`src/rtl/fetch_unit.sv`:
```
// Instruction fetch stage: PC register, credit-limited in-order requests to instruction
// memory, a small response FIFO toward decode, and branch redirect with in-flight dropping.
module fetch_unit #(
    parameter int                  num_bits = 32,
    parameter logic [num_bits-1:0] reset_pc = '0,
    parameter int                  depth    = 2
) (
    input  logic                clk,
    input  logic                reset_n,
    output logic                imem_req_valid,
    input  logic                imem_req_ready,
    output logic [num_bits-1:0] imem_addr,
    input  logic                imem_resp_valid,
    input  logic [num_bits-1:0] imem_resp_data,
    input  logic                branch_taken,
    input  logic [num_bits-1:0] branch_target,
    output logic                instr_valid,
    input  logic                instr_ready,
    output logic [num_bits-1:0] instr,
    output logic [num_bits-1:0] instr_pc
);
    localparam int cw = $clog2(depth) + 1;
    localparam int pw = $clog2(depth);

    logic [num_bits-1:0] pc_q, pc_d, resp_pc_q, resp_pc_d;
    logic [cw-1:0]       count_q, count_d, outstanding_q, outstanding_d, drop_q, drop_d;
    logic [pw-1:0]       wr_ptr_q, wr_ptr_d, rd_ptr_q, rd_ptr_d;
    logic [num_bits-1:0] data_q [depth];
    logic [num_bits-1:0] data_d [depth];
    logic [num_bits-1:0] ipc_q  [depth];
    logic [num_bits-1:0] ipc_d  [depth];

    logic [cw:0]   in_use;
    logic          fire, pop, push, dropping;
    logic [cw-1:0] outstanding_eff, drop_eff;

    always_comb begin
        in_use          = {1'b0, outstanding_q} + {1'b0, count_q};
        imem_req_valid  = reset_n && (in_use < (cw+1)'(depth)) && !branch_taken;
        imem_addr       = pc_q;
        instr_valid     = reset_n && (count_q != '0) && !branch_taken;
        instr           = data_q[rd_ptr_q];
        instr_pc        = ipc_q[rd_ptr_q];

        fire            = imem_req_valid && imem_req_ready;
        pop             = instr_valid && instr_ready;
        dropping        = imem_resp_valid && (drop_q != '0);
        push            = imem_resp_valid && !dropping && !branch_taken;
        outstanding_eff = outstanding_q - cw'(imem_resp_valid);
        drop_eff        = drop_q - cw'(dropping);

        pc_d          = pc_q;
        resp_pc_d     = resp_pc_q;
        count_d       = count_q;
        outstanding_d = outstanding_eff;
        drop_d        = drop_eff;
        wr_ptr_d      = wr_ptr_q;
        rd_ptr_d      = rd_ptr_q;
        data_d        = data_q;
        ipc_d         = ipc_q;

        if (branch_taken) begin
            pc_d      = branch_target;
            resp_pc_d = branch_target;
            count_d   = '0;
            wr_ptr_d  = '0;
            rd_ptr_d  = '0;
            // Words already marked for dropping are part of outstanding, so every word
            // still in flight is dropped exactly once, however many redirects stack up.
            drop_d    = outstanding_eff;
        end else begin
            if (fire) begin
                pc_d          = pc_q + num_bits'(4);
                outstanding_d = outstanding_eff + cw'(1);
            end
            if (push) begin
                data_d[wr_ptr_q] = imem_resp_data;
                ipc_d[wr_ptr_q]  = resp_pc_q;
                wr_ptr_d         = wr_ptr_q + pw'(1);
                resp_pc_d        = resp_pc_q + num_bits'(4);
            end
            if (pop)
                rd_ptr_d = rd_ptr_q + pw'(1);
            count_d = count_q + cw'(push) - cw'(pop);
        end
    end

    always_ff @(posedge clk) begin
        if (!reset_n) begin
            pc_q          <= reset_pc;
            resp_pc_q     <= reset_pc;
            count_q       <= '0;
            outstanding_q <= '0;
            drop_q        <= '0;
            wr_ptr_q      <= '0;
            rd_ptr_q      <= '0;
        end else begin
            pc_q          <= pc_d;
            resp_pc_q     <= resp_pc_d;
            count_q       <= count_d;
            outstanding_q <= outstanding_d;
            drop_q        <= drop_d;
            wr_ptr_q      <= wr_ptr_d;
            rd_ptr_q      <= rd_ptr_d;
        end
    end

    // FIFO storage needs no reset; entries are only read once count covers them.
    always_ff @(posedge clk) begin
        data_q <= data_d;
        ipc_q  <= ipc_d;
    end

    // A response with nothing outstanding means the memory model is broken.
    assert property (@(posedge clk) disable iff (!reset_n) imem_resp_valid |-> outstanding_q != '0);

endmodule
```
`config.mk`:
```
export PLATFORM = sky130hd
export DESIGN_NAME = fetch_unit
export DESIGN_NICKNAME = d
export VERILOG_FILES = /design/src/rtl/fetch_unit.sv
export SDC_FILE = /design/constraint.sdc
export NUM_CORES = 1
export LEC_CHECK = 0
export CORE_MARGIN = 10
export CORE_UTILIZATION = 31
export CTS_BUF_LIST = sky130_fd_sc_hd__clkbuf_2
export DETAILED_ROUTE_END_ITERATION = 8
export HOLD_SLACK_MARGIN = 0.03
export PLACE_DENSITY = 0.55
export SLEW_MARGIN = 10
export SYNTH_ARGS = -nofsm -noshare
export SYNTH_HDL_FRONTEND = slang
export SYNTH_SLANG_ARGS = --single-unit
```
`constraint.sdc`:
```
create_clock -name clk -period 4.8 [get_ports clk]
set_input_delay 0.72 -clock clk [delete_from_list [all_inputs] [get_ports clk]]
set_output_delay 0.72 -clock clk [all_outputs]
set_load 0.05 [all_outputs]
```
Word level (Yosys, flattened, before mapping). Cells that the tools add are included. Widths: inputs -> output; s select.

Register bits: 200. Input bits: 70. Word-level logic and storage cells: 64.

$add $sub $neg: 10. Order comparisons: 4. Multiplexer cells: 17. Bitwise logic cells: 4. Reduce and logical (&&, ||, !) cells: 18.

Operators with widths (number): $mux 32 (11); $bwmux 64 (2); $add 32x3->32 const B (2); $demux 32 s1 (1); $logic_and 1x1->1 (10); $reduce_bool 2->1 (4); $mux 2 (3); $sub 2x1->2 (3); $ge 2x2->1 const B (2); $not 1->2 (2); $add 2x2->3 (1); $lt 3x2->1 const B (1); $add 1x1->1 const B (2); $add 2x1->2 (1); $add 2x1->2 const B (1); $logic_not 1->1 (2); $lt 2x1->1 const B (1); $not 1->1 (2); $reduce_and 2->1 (1); $reduce_or 2->1 (1).

Depth between registers and ports, before layout. Gate-level depths: netlist of run 1.

Depth in word-level cells: 7. Mapped depth: 10. Depth with buffers taken out: 9.

Least setup slack after synthesis of run 1. No wires, ideal clock.

Path type: input port to flip-flop. Start: input port imem_resp_valid. End: register data_q[32] (netlist name), enable pin. Library setup time: 0.486 ns. Arrival time: 3.915 ns. Data required time: 4.314 ns. Slack: 0.399 ns. Cell stages on the path: 3. Buffers on the path: 0. Path through: nor3b_4 nand2_1 nor2_1.

Longest elaborated chain between the ends: 5.

Ends and longest elaborated chain: start: declaration (line 13) `input logic imem_resp_valid,`; $logic_and 1x1->1 (line 47) `dropping = imem_resp_valid && (drop_q != '0);`; $logic_not 1->1 (line 48) `push = imem_resp_valid && !dropping && !branch_taken;`; $logic_and 1x1->1 * (2 in series) (line 48); $reduce_and 2->1 (no source line) *; end signal: assignment (line 110) `data_q <= data_d;`; end: declaration (line 28) `logic [num_bits-1:0] data_q [depth];`.

Mark *: on every way between the ends. The rest lies on a longest branch, timed or not. A chain may end at the register's enable or synchronous reset.

Worst setup path after layout of run 1.
Start: register rd_ptr_q. End: output port instr_pc[24].

Longest elaborated chain between the ends: 4.

Ends and longest elaborated chain: start: declaration (line 27) `logic [pw-1:0] wr_ptr_q, wr_ptr_d, rd_ptr_q, rd_ptr_d;`; start signal: assignment (line 104) `rd_ptr_q <= rd_ptr_d;`; $not 1->2 (not written as such) (line 43) `instr_pc = ipc_q[rd_ptr_q];`; $mux 32 (not written as such) (3 in series) (line 43); end: declaration (line 20) `output logic [num_bits-1:0] instr_pc`.

Every way passes these cells. The select of a mux whose other input is x is not followed.

==> results of run 1 <==
==> report_power, final <==
part / switching, W / leakage (nW) / internal, W / total [W]
sequential: 0.0000709 / 1.78 / 0.00191 / 0.00198
combinational: 0.000323 / 1.52 / 0.000205 / 0.000528
clock: 0.000579 / 0.139 / 0.000249 / 0.000828
==> state kept, by name (all words and copies together) (netlist names) <==
signal	count
drop_q	2
rd_ptr_q	1
ipc_q	64
data_q	64
resp_pc_q	32
imem_addr	32
wr_ptr_q	1
outstanding_q	2
count_q	2
==> cells in the final DEF (no fill, tap or decap), types with 9 or more instances in the layout <==
master	n
xor2_1	16
mux2_2	65
nor3_1	12
edfxtp_1	128
dfxtp_1	71
nor4_1	14
nor2_1	21
a21oi_1	47
clkdlybuf4s50_1	167
o21ai_0	28
inv_1	9
nand3_1	30
nand4_1	15
nand2_1	44
clkbuf_2	19
xnor2_1	34
==> synth_stat cells (10+ instances only) <==
library cell / count
dfxtp_1: 72
nand4_1: 15
nor2_1: 22
a21oi_1: 47
nor4_1: 14
o21ai_0: 28
nand3_1: 30
clkbuf_1: 27
nand2_1: 44
inv_1: 10
nor3_1: 12
mux2_2: 65
edfxtp_1: 128
xnor2_1: 34
xor2_1: 16
==> logic make-up after synthesis <==
kind of cell               Yosys count
AOI/OAI and AO/OA                  109
adders and majority gates            7
xor gates and xnor gates            50
DFF                                200
and+or+nand+nor                    180
muxes                               67
buffers and inverters               41
==> cell type report <==
class / count / area (µm²) / share of cell area, %
antenna: 2 / 5.00 / 0.0469
clock buffer: 19 / 95.1 / 0.891
clock inverter: 13 / 143 / 1.34
inverter: 11 / 41.3 / 0.387
multi-input combinational: 413 / 2940 / 27.5
sequential: 200 / 5290 / 49.5
tap: 341 / 427 / 4.00
timing repair buffer: 174 / 1740 / 16.3
==> per-stage QoR <==
| stage | hold slack, ns | cell area (µm²) | setup WS [ns] | utilization (%) |
|---|---|---|---|---|
| after floorplan | 0.425 | 8370 | 0.399 | - |
| after global placement | 0.439 | 10400 | 1.44 | 38.9 |
| after detailed placement | 0.453 | 10400 | 1.42 | 38.9 |
| after CTS | 0.417 | 10700 | 0.882 | 39.8 |
| after global routing | 0.393 | 10700 | 0.853 | 39.8 |
| final | 0.489 | 10700 | 1.06 | 39.8 |
==> per-layer routing <==
metal | wire length (µm) | vias up | track usage (%)
met5 | 0 | - | 0
met4 | 221 | 0 | 3.83
met3 | 1490 | 14 | 3.07
met2 | 9940 | 167 | 19.6
met1 | 10300 | 2723 | 17.4
li1 | - | 2785 | -
==> critical path: stages (launching register included) <==
cell and delay [ns]:
dfxtp_4 1.02, mux2_2 0.30, clkdlybuf4s50_1 0.88
==> worst paths after layout <==
path / startpoint / to / cells past startpoint
max: rd_ptr_q / instr_pc[24] / 2
min reg2reg: imem_addr[1] / imem_addr[1] / 2
max reg2reg: count_q[0] / imem_addr[10] / 6
min: imem_addr[1] / imem_addr[1] / 2
==> flow_summary.ini, run 1 <==
[critical_path]
r2r_slack_ns = 1.97
cp_data_arrival_time_ns = 3.02
worst_ep_required_time_ns = 4.08
crit_fanout = 65
endpoint_kind = output pin
cp-start-kind = register
crit_type = register to output pin

[yosys]
synthMuxAreaShare_pct = 8.98
yosysTopAreaCellShare_pct = 45.9
synth_seq_cells = 200
syn-cell-area_mm2 = 0.00837
synth_top_family_by_area = simple AND/OR/NAND/NOR gates
seq_area_frac_synth_pct = 63.1
synth_fa_ha_area_share_pct = 1.14
synth_edf_count = 128
avgSynthCellArea_um2 = 12.8
synth_nets = 731
yosysUniqueCellTypes = 51
synth-simple-area-share_pct = 12.2
synth_ff_type = edfxtp_1
syn_inst = 654
async_flop_share_pct = 0
ys_warn_count = 0
yosys.area.top_type = edfxtp_1
synth_area_leaders = edfxtp_1, dfxtp_1, mux2_2
synth_compound_area_share_pct = 7.43
synthXorXnorAreaFrac_pct = 5.23

[clock_tree]
cts_tree = built
clk_latency_ns = 0.78
holdBufCountCts = 0
h-tree-depth = 4
post-cts-setup-buffers = 0
root_buffer = clkbuf_2
cts_buffers = 17
post_cts_resized = 0
clkSinkCount = 200
cts.reportedPaths.clkPinSlew_ns = 0.28
cts_buffer_depth = 2

[power_and_ir_drop]
p_total_w = 0.00334
p_leak_nw = 3.44
ir_drop_mv = 0.106
power_density_mw_per_mm2 = 313

[grt]
antenna_found_initial = 1
grt_max_degree = 66
grt_pass1_vias = 5720
grt_pass1_wl_mm = 33.6
grt_util_all_layers_pct = 12.8
grt_overflow = 0

[placed_design]
dp_hpwl_mm = 15.6
io_buffer_count = 167
gp_congestion = 0.798
placedCellCount = 1139

[sta]
grt_setup_unrepaired = false
timing.fmax_mhz = 267
finalCriticalPeriod_ns = 3.74
drv_slew = 0
hold_violations = 0
worstMarginPinSlew_ns = 0.973
fin_skew_ns = 0.0496
slew_headroom_pct = 35.2
setup_viol = 0
setup_tns_ns = 0
finalCritPeriodShare_pct = 78.0

[finish]
area_delta_synth_final_pct = 27.5
stdcell_count = 1173
num-fill-cells = 2566
drive_gt1_share_pct = 14.3
fin_nets = 894

[detailed_routing]
drc = 0
ant_nets = 0
wl_per_cell_um = 18.7
vias_per_cell = 4.85
wl_mm = 22.0
first_pass_iters = 7
vias = 5689
drt-initial-drc-count = 388

[floorplanning]
coreArea_mm2 = 0.0268
initial_utilization_pct = 31.2
dieHeight_um = 184
rows = 60
dieArea_mm2 = 0.0340
num_io_pins = 168
die_w_um = 184

[flow_run]
drv_cap = 0

[status]
status = complete, no violations

[min_path]
hold_class = register to register
No activity file was read; power rests on OpenSTA's default activity.
==> inputs of run 2 (changes only) <==
==> constraint.sdc (replaced) <==
create_clock -name clk -period 3.75 [get_ports clk]
set_input_delay 0.5625 -clock clk [delete_from_list [all_inputs] [get_ports clk]]
set_output_delay 0.5625 -clock clk [all_outputs]
set_load 0.05 [all_outputs]
==> run 2 against run 1 <==
Combinational power is 30% higher. Largest power group unchanged. Critical path type unchanged. Sequential cell count stayed put. First-iteration DRC count is 6.4% lower. Highest routed layer unchanged. Critical endpoint is now instr_pc[8]. Utilization is 0.51 points higher. Die area stayed put.
==> flow_summary.ini, run 2 (synthesized netlist as in run 1, its figures left out) <==
[power_and_ir_drop]
p_total_w = 0.00437
p_leak_nw = 3.51
ir_drop_mv = 0.173
power_density_mw_per_mm2 = 404

[floorplanning]
initial_utilization_pct = 31.2
coreArea_mm2 = 0.0268
dieHeight_um = 184
die_w_um = 184
num_io_pins = 168
dieArea_mm2 = 0.0340
rows = 60

[critical_path]
slowest_delay_ns = 0.71
worst_ep_required_time_ns = 3.19
cp_slowest_cell = clkdlybuf4s50_1
crit_fanout = 24
endpoint_kind = output pin
worstPathCellList = buf_4 -> mux2_2 -> clkdlybuf4s50_1
crit_type = register to output pin
cp_data_arrival_time_ns = 2.86
cp-start-kind = register

[flow_run]
drv_cap = 0

[placed_design]
gp_congestion = 0.798
io_buffer_count = 167
dp_hpwl_mm = 15.7

[clock_tree]
clkSinkCount = 200
clk_latency_ns = 0.75
post-cts-setup-buffers = 0
cts_buffer_depth = 2
cts_tree = built
cts.reportedPaths.clkPinSlew_ns = 0.31
post_cts_resized = 0
h-tree-depth = 4
holdBufCountCts = 0
cts_buffers = 17
root_buffer = clkbuf_2

[detailed_routing]
first_pass_iters = 5
vias = 5744
wl_mm = 22.1
wl_per_cell_um = 18.8
vias_per_cell = 4.88
ant_nets = 0
drc = 0
drt-initial-drc-count = 363

[finish]
reg_top3 = data_q x64, ipc_q x64
area_delta_synth_final_pct = 29.2
final_cell_mix = clkdlybuf4s50_1, edfxtp_1, dfxtp_1, mux2_2, a21oi_1
fin_nets = 900
layout_commonest_cell = clkdlybuf4s50_1
num-fill-cells = 2566
drive_gt1_share_pct = 15.3

[sta]
finalCritPeriodShare_pct = 91.2
fin_skew_ns = 0.0506
worstMarginPinSlew_ns = 0.868
finalCriticalPeriod_ns = 3.42
setup_viol = 0
timing.fmax_mhz = 292
slew_headroom_pct = 41.6
drv_slew = 0
grt_setup_unrepaired = false
hold_violations = 0
setup_tns_ns = 0

[grt]
grt_overflow = 0
grt_util_all_layers_pct = 12.9
antenna_found_initial = 1
grt_max_degree = 75
grt_pass1_vias = 5752
grt_pass1_wl_mm = 33.9

[min_path]
hold_class = input port to register

[status]
status = complete, no violations
-- run 2: cell count changes in the layout (fill, tap and decap cells not counted), sizes merged --
cell / before / now
clkdlybuf4s50: 167 / 165
buf: 7 / 15
diode: 2 / 1
clkinvlp: 3 / 1
clkinv: 4 / 5
bufinv: 2 / 3
-- run 2: final timing paths --
path	from	to	slack, ns	cells past startpoint
max	rd_ptr_q	instr_pc[8]	0.33	3
min	imem_resp_data[2]	data_q[2]	0.38	1
max reg2reg	count_q[0]	imem_addr[15]	0.91	7
min reg2reg	imem_addr[0]	imem_addr[0]	0.48	2
-- run 2: cell type report --
class	count	area [µm²]	share of cell area, %
Tap cell	341	427	3.95
Antenna cell	1	2.50	0.0231
Timing Repair Buffer	180	1850	17.1
Sequential cell	200	5290	48.9
Clock inverter	13	168	1.55
Clock buffer	19	95.1	0.879
Multi-Input combinational cell	413	2940	27.2
Inverter	11	41.3	0.382
-- run 2: metrics by stage --
step	hold WS [ns]	cell area, µm²	instances	setup WS (ns)	util, %
finish	0.380	10800	1178	0.331	40.4
global route	0.244	10800	1178	0.138	40.4
CTS	0.259	10800	1177	0.171	40.3
detailed placement	0.446	10500	1145	0.828	39.4
global placement	0.437	10500	1145	0.882	39.4
floorplan	0.425	8380	654	0.574	-
-- run 2: power by group --
| part | internal [W] | switching (W) | leakage [nW] | total [W] |
|---|---|---|---|---|
| clock | 0.000389 | 0.000754 | 0.159 | 0.00114 |
| sequential | 0.00245 | 0.0000912 | 1.78 | 0.00254 |
| combinational | 0.000273 | 0.000416 | 1.58 | 0.000688 |
-- run 2: critical path, delay by kind of cell, from the launching register on --
kind	cells	cell delay (ns)
buf+inv	2	1.04
flops	1	0.67
mux	1	0.39
-- run 2: per-layer routing --
layer  part of all wire [%]  GRT usage [%]
met1                     48           17.4
met3                    6.1           3.64
met4                   0.68           2.85
met5                      0              0
met2                     45           20.1
==> inputs of run 3 (changes only) <==
--- a/config.mk
+++ b/config.mk
@@ -5,12 +5,14 @@
 export SDC_FILE = /design/constraint.sdc
 export NUM_CORES = 1
 export LEC_CHECK = 0
+export CELL_PAD_IN_SITES_DETAIL_PLACEMENT = 1
+export CELL_PAD_IN_SITES_GLOBAL_PLACEMENT = 1
 export CORE_MARGIN = 10
 export CORE_UTILIZATION = 31
 export CTS_BUF_LIST = sky130_fd_sc_hd__clkbuf_2
 export DETAILED_ROUTE_END_ITERATION = 8
 export HOLD_SLACK_MARGIN = 0.03
-export PLACE_DENSITY = 0.55
+export PLACE_DENSITY = 0.65
 export SLEW_MARGIN = 10
 export SYNTH_ARGS = -nofsm -noshare
 export SYNTH_HDL_FRONTEND = slang
==> run 3 against run 2 <==
Routed wire length up 4.4%. Sequential share of layout area up 0.18 points. Combinational power about the same. Register-to-register slack better by 0.14 ns. Hold slack better by 0.0032 ns. Final cell count about the same. Global-route usage up 0.62 points. Clock-buffer cell count up 1. Clock power about the same. Fmax up 1.6%. Clock skew up 0.0046 ns. Critical endpoint is now instr_pc[1]. Largest power group unchanged. Highest routed layer unchanged.
==> flow_summary.ini, run 3 (synthesized netlist as in run 1, its figures left out) <==
[sta]
grt_setup_unrepaired = false
setup_slack_ns = 0.384
fin_skew_ns = 0.0552
setup_tns_ns = 0
finalCriticalPeriod_ns = 3.37
finalCritPeriodShare_pct = 89.8
hold_violations = 0
slew_headroom_pct = 41.0
timing.fmax_mhz = 297
worstMarginPinSlew_ns = 0.877
setup_viol = 0
drv_slew = 0

[floorplanning]
dieArea_mm2 = 0.0340
dieHeight_um = 184
num_io_pins = 168
die_w_um = 184
initial_utilization_pct = 31.2
coreArea_mm2 = 0.0268
rows = 60

[clock_tree]
cts_buffer_depth = 2
post-cts-setup-buffers = 0
cts_buffers = 17
root_buffer = clkbuf_2
cts_tree = built
h-tree-depth = 4
clkSinkCount = 200
cts.reportedPaths.clkPinSlew_ns = 0.26
post_cts_resized = 0
holdBufCountCts = 0
clk_latency_ns = 0.76

[grt]
grt_pass1_wl_mm = 35.5
antenna_found_initial = 1
grt_pass1_vias = 6065
grt_overflow = 0
grt_util_all_layers_pct = 13.5
grt_max_degree = 56

[power_and_ir_drop]
power_density_mw_per_mm2 = 405
p_leak_nw = 3.51
p_total_w = 0.00437
ir_drop_mv = 0.169

[detailed_routing]
drc = 0
wl_per_cell_um = 19.6
wl_mm = 23.1
vias_per_cell = 4.96
drt-initial-drc-count = 317
ant_nets = 0
first_pass_iters = 4
vias = 5833

[critical_path]
timing.rr.end = imem_addr[15]
r2r_cells = 7
cp-endpoint = instr_pc[1]
cp_slowest_cell = clkdlybuf4s50_1
crit_fanout = 17
crit_family = buffers and inverters
endpoint_kind = output pin
cp_data_arrival_time_ns = 2.80
slowest_delay_ns = 0.74
r2r_start = count_q[0]
worstPathCellList = buf_4 -> mux2_2 -> clkdlybuf4s50_1
crit_type = register to output pin
cp.depth = 3
startpoint = rd_ptr_q
cp-start-kind = register
worst-path-buf-inv = 2
worst_ep_required_time_ns = 3.19
r2r_slack_ns = 1.05

[finish]
num-fill-cells = 2847
drive_gt1_share_pct = 15.3
reg_top3 = data_q x64, ipc_q x64
stdcell_count = 1177
final_cell_mix = clkdlybuf4s50_1, edfxtp_1, dfxtp_1, mux2_2, a21oi_1
area_delta_synth_final_pct = 28.6
layout_commonest_cell = clkdlybuf4s50_1
finalCoreUtilization_pct = 40.2
fin_nets = 899

[min_path]
hold_depth = 1
hold_class = input port to register

[status]
status = complete, no violations

[placed_design]
io_buffer_count = 167
placedCellCount = 1144
dp_slack_ns = 0.844
dp_hpwl_mm = 16.8
gp_congestion = 0.789

[flow_run]
drv_cap = 0
## run 3: changes by cell type in the layout (fill, tap and decap cells not counted), sizes merged
cell | previous run | this run
buf | 15 | 14
bufinv | 3 | 4
clkbuf | 19 | 20
clkinv | 5 | 4
inv | 15 | 14
## run 3: routing by layer
metal	up-vias	part of all wire [%]	GRT usage, %
met2	145	47	21.3
met1	2886	46	17.8
li1	2789	-	-
met5	-	0	0
met4	0	0.68	2.95
met3	13	7.2	4.10
## run 3: final cells by class
cell class | instances | area [µm²] | share of cell area (%)
flip-flops and latches | 200 | 5290 | 49.1
multi-input cells | 413 | 2940 | 27.3
repair buffers | 179 | 1810 | 16.8
well taps | 341 | 427 | 3.96
clock inverters | 12 | 165 | 1.53
clock buffers | 20 | 100 | 0.929
inverters | 11 | 41.3 | 0.383
diodes | 1 | 2.50 | 0.0232
## run 3: metrics by stage
stage	hold slack [ns]	area [µm²]
final	0.383	10800
after global routing	0.244	10800
after CTS	0.260	10800
after detailed placement	0.464	10500
after global placement	0.457	10500
after floorplan	0.425	8380
## run 3: worst reg2reg max path: cells and delay by family, from the launching register on
kind	cells	cell delay, ns
simple gates	5	1.63
fa+ha+maj	1	0.49
flops	1	0.39
compound gates	1	0.17
## run 3: where the power goes
| group | internal [W] | switching, W |
|---|---|---|
| combinational | 0.000269 | 0.000418 |
| clock | 0.000416 | 0.000720 |
| sequential | 0.00245 | 0.0000928 |
| total | 0.00314 | 0.00123 |
## run 3: worst min-delay path by stage
stage | from | to | slack, ns
global placement | imem_addr[0] | imem_addr[0] | 0.46
CTS | imem_resp_data[1] | data_q[33] | 0.26
floorplan | resp_pc_q[0] | ipc_q[0] | 0.43
finish | imem_resp_data[1] | data_q[33] | 0.38
detailed placement | imem_addr[1] | imem_addr[1] | 0.46
global route | imem_resp_data[21] | data_q[53] | 0.24
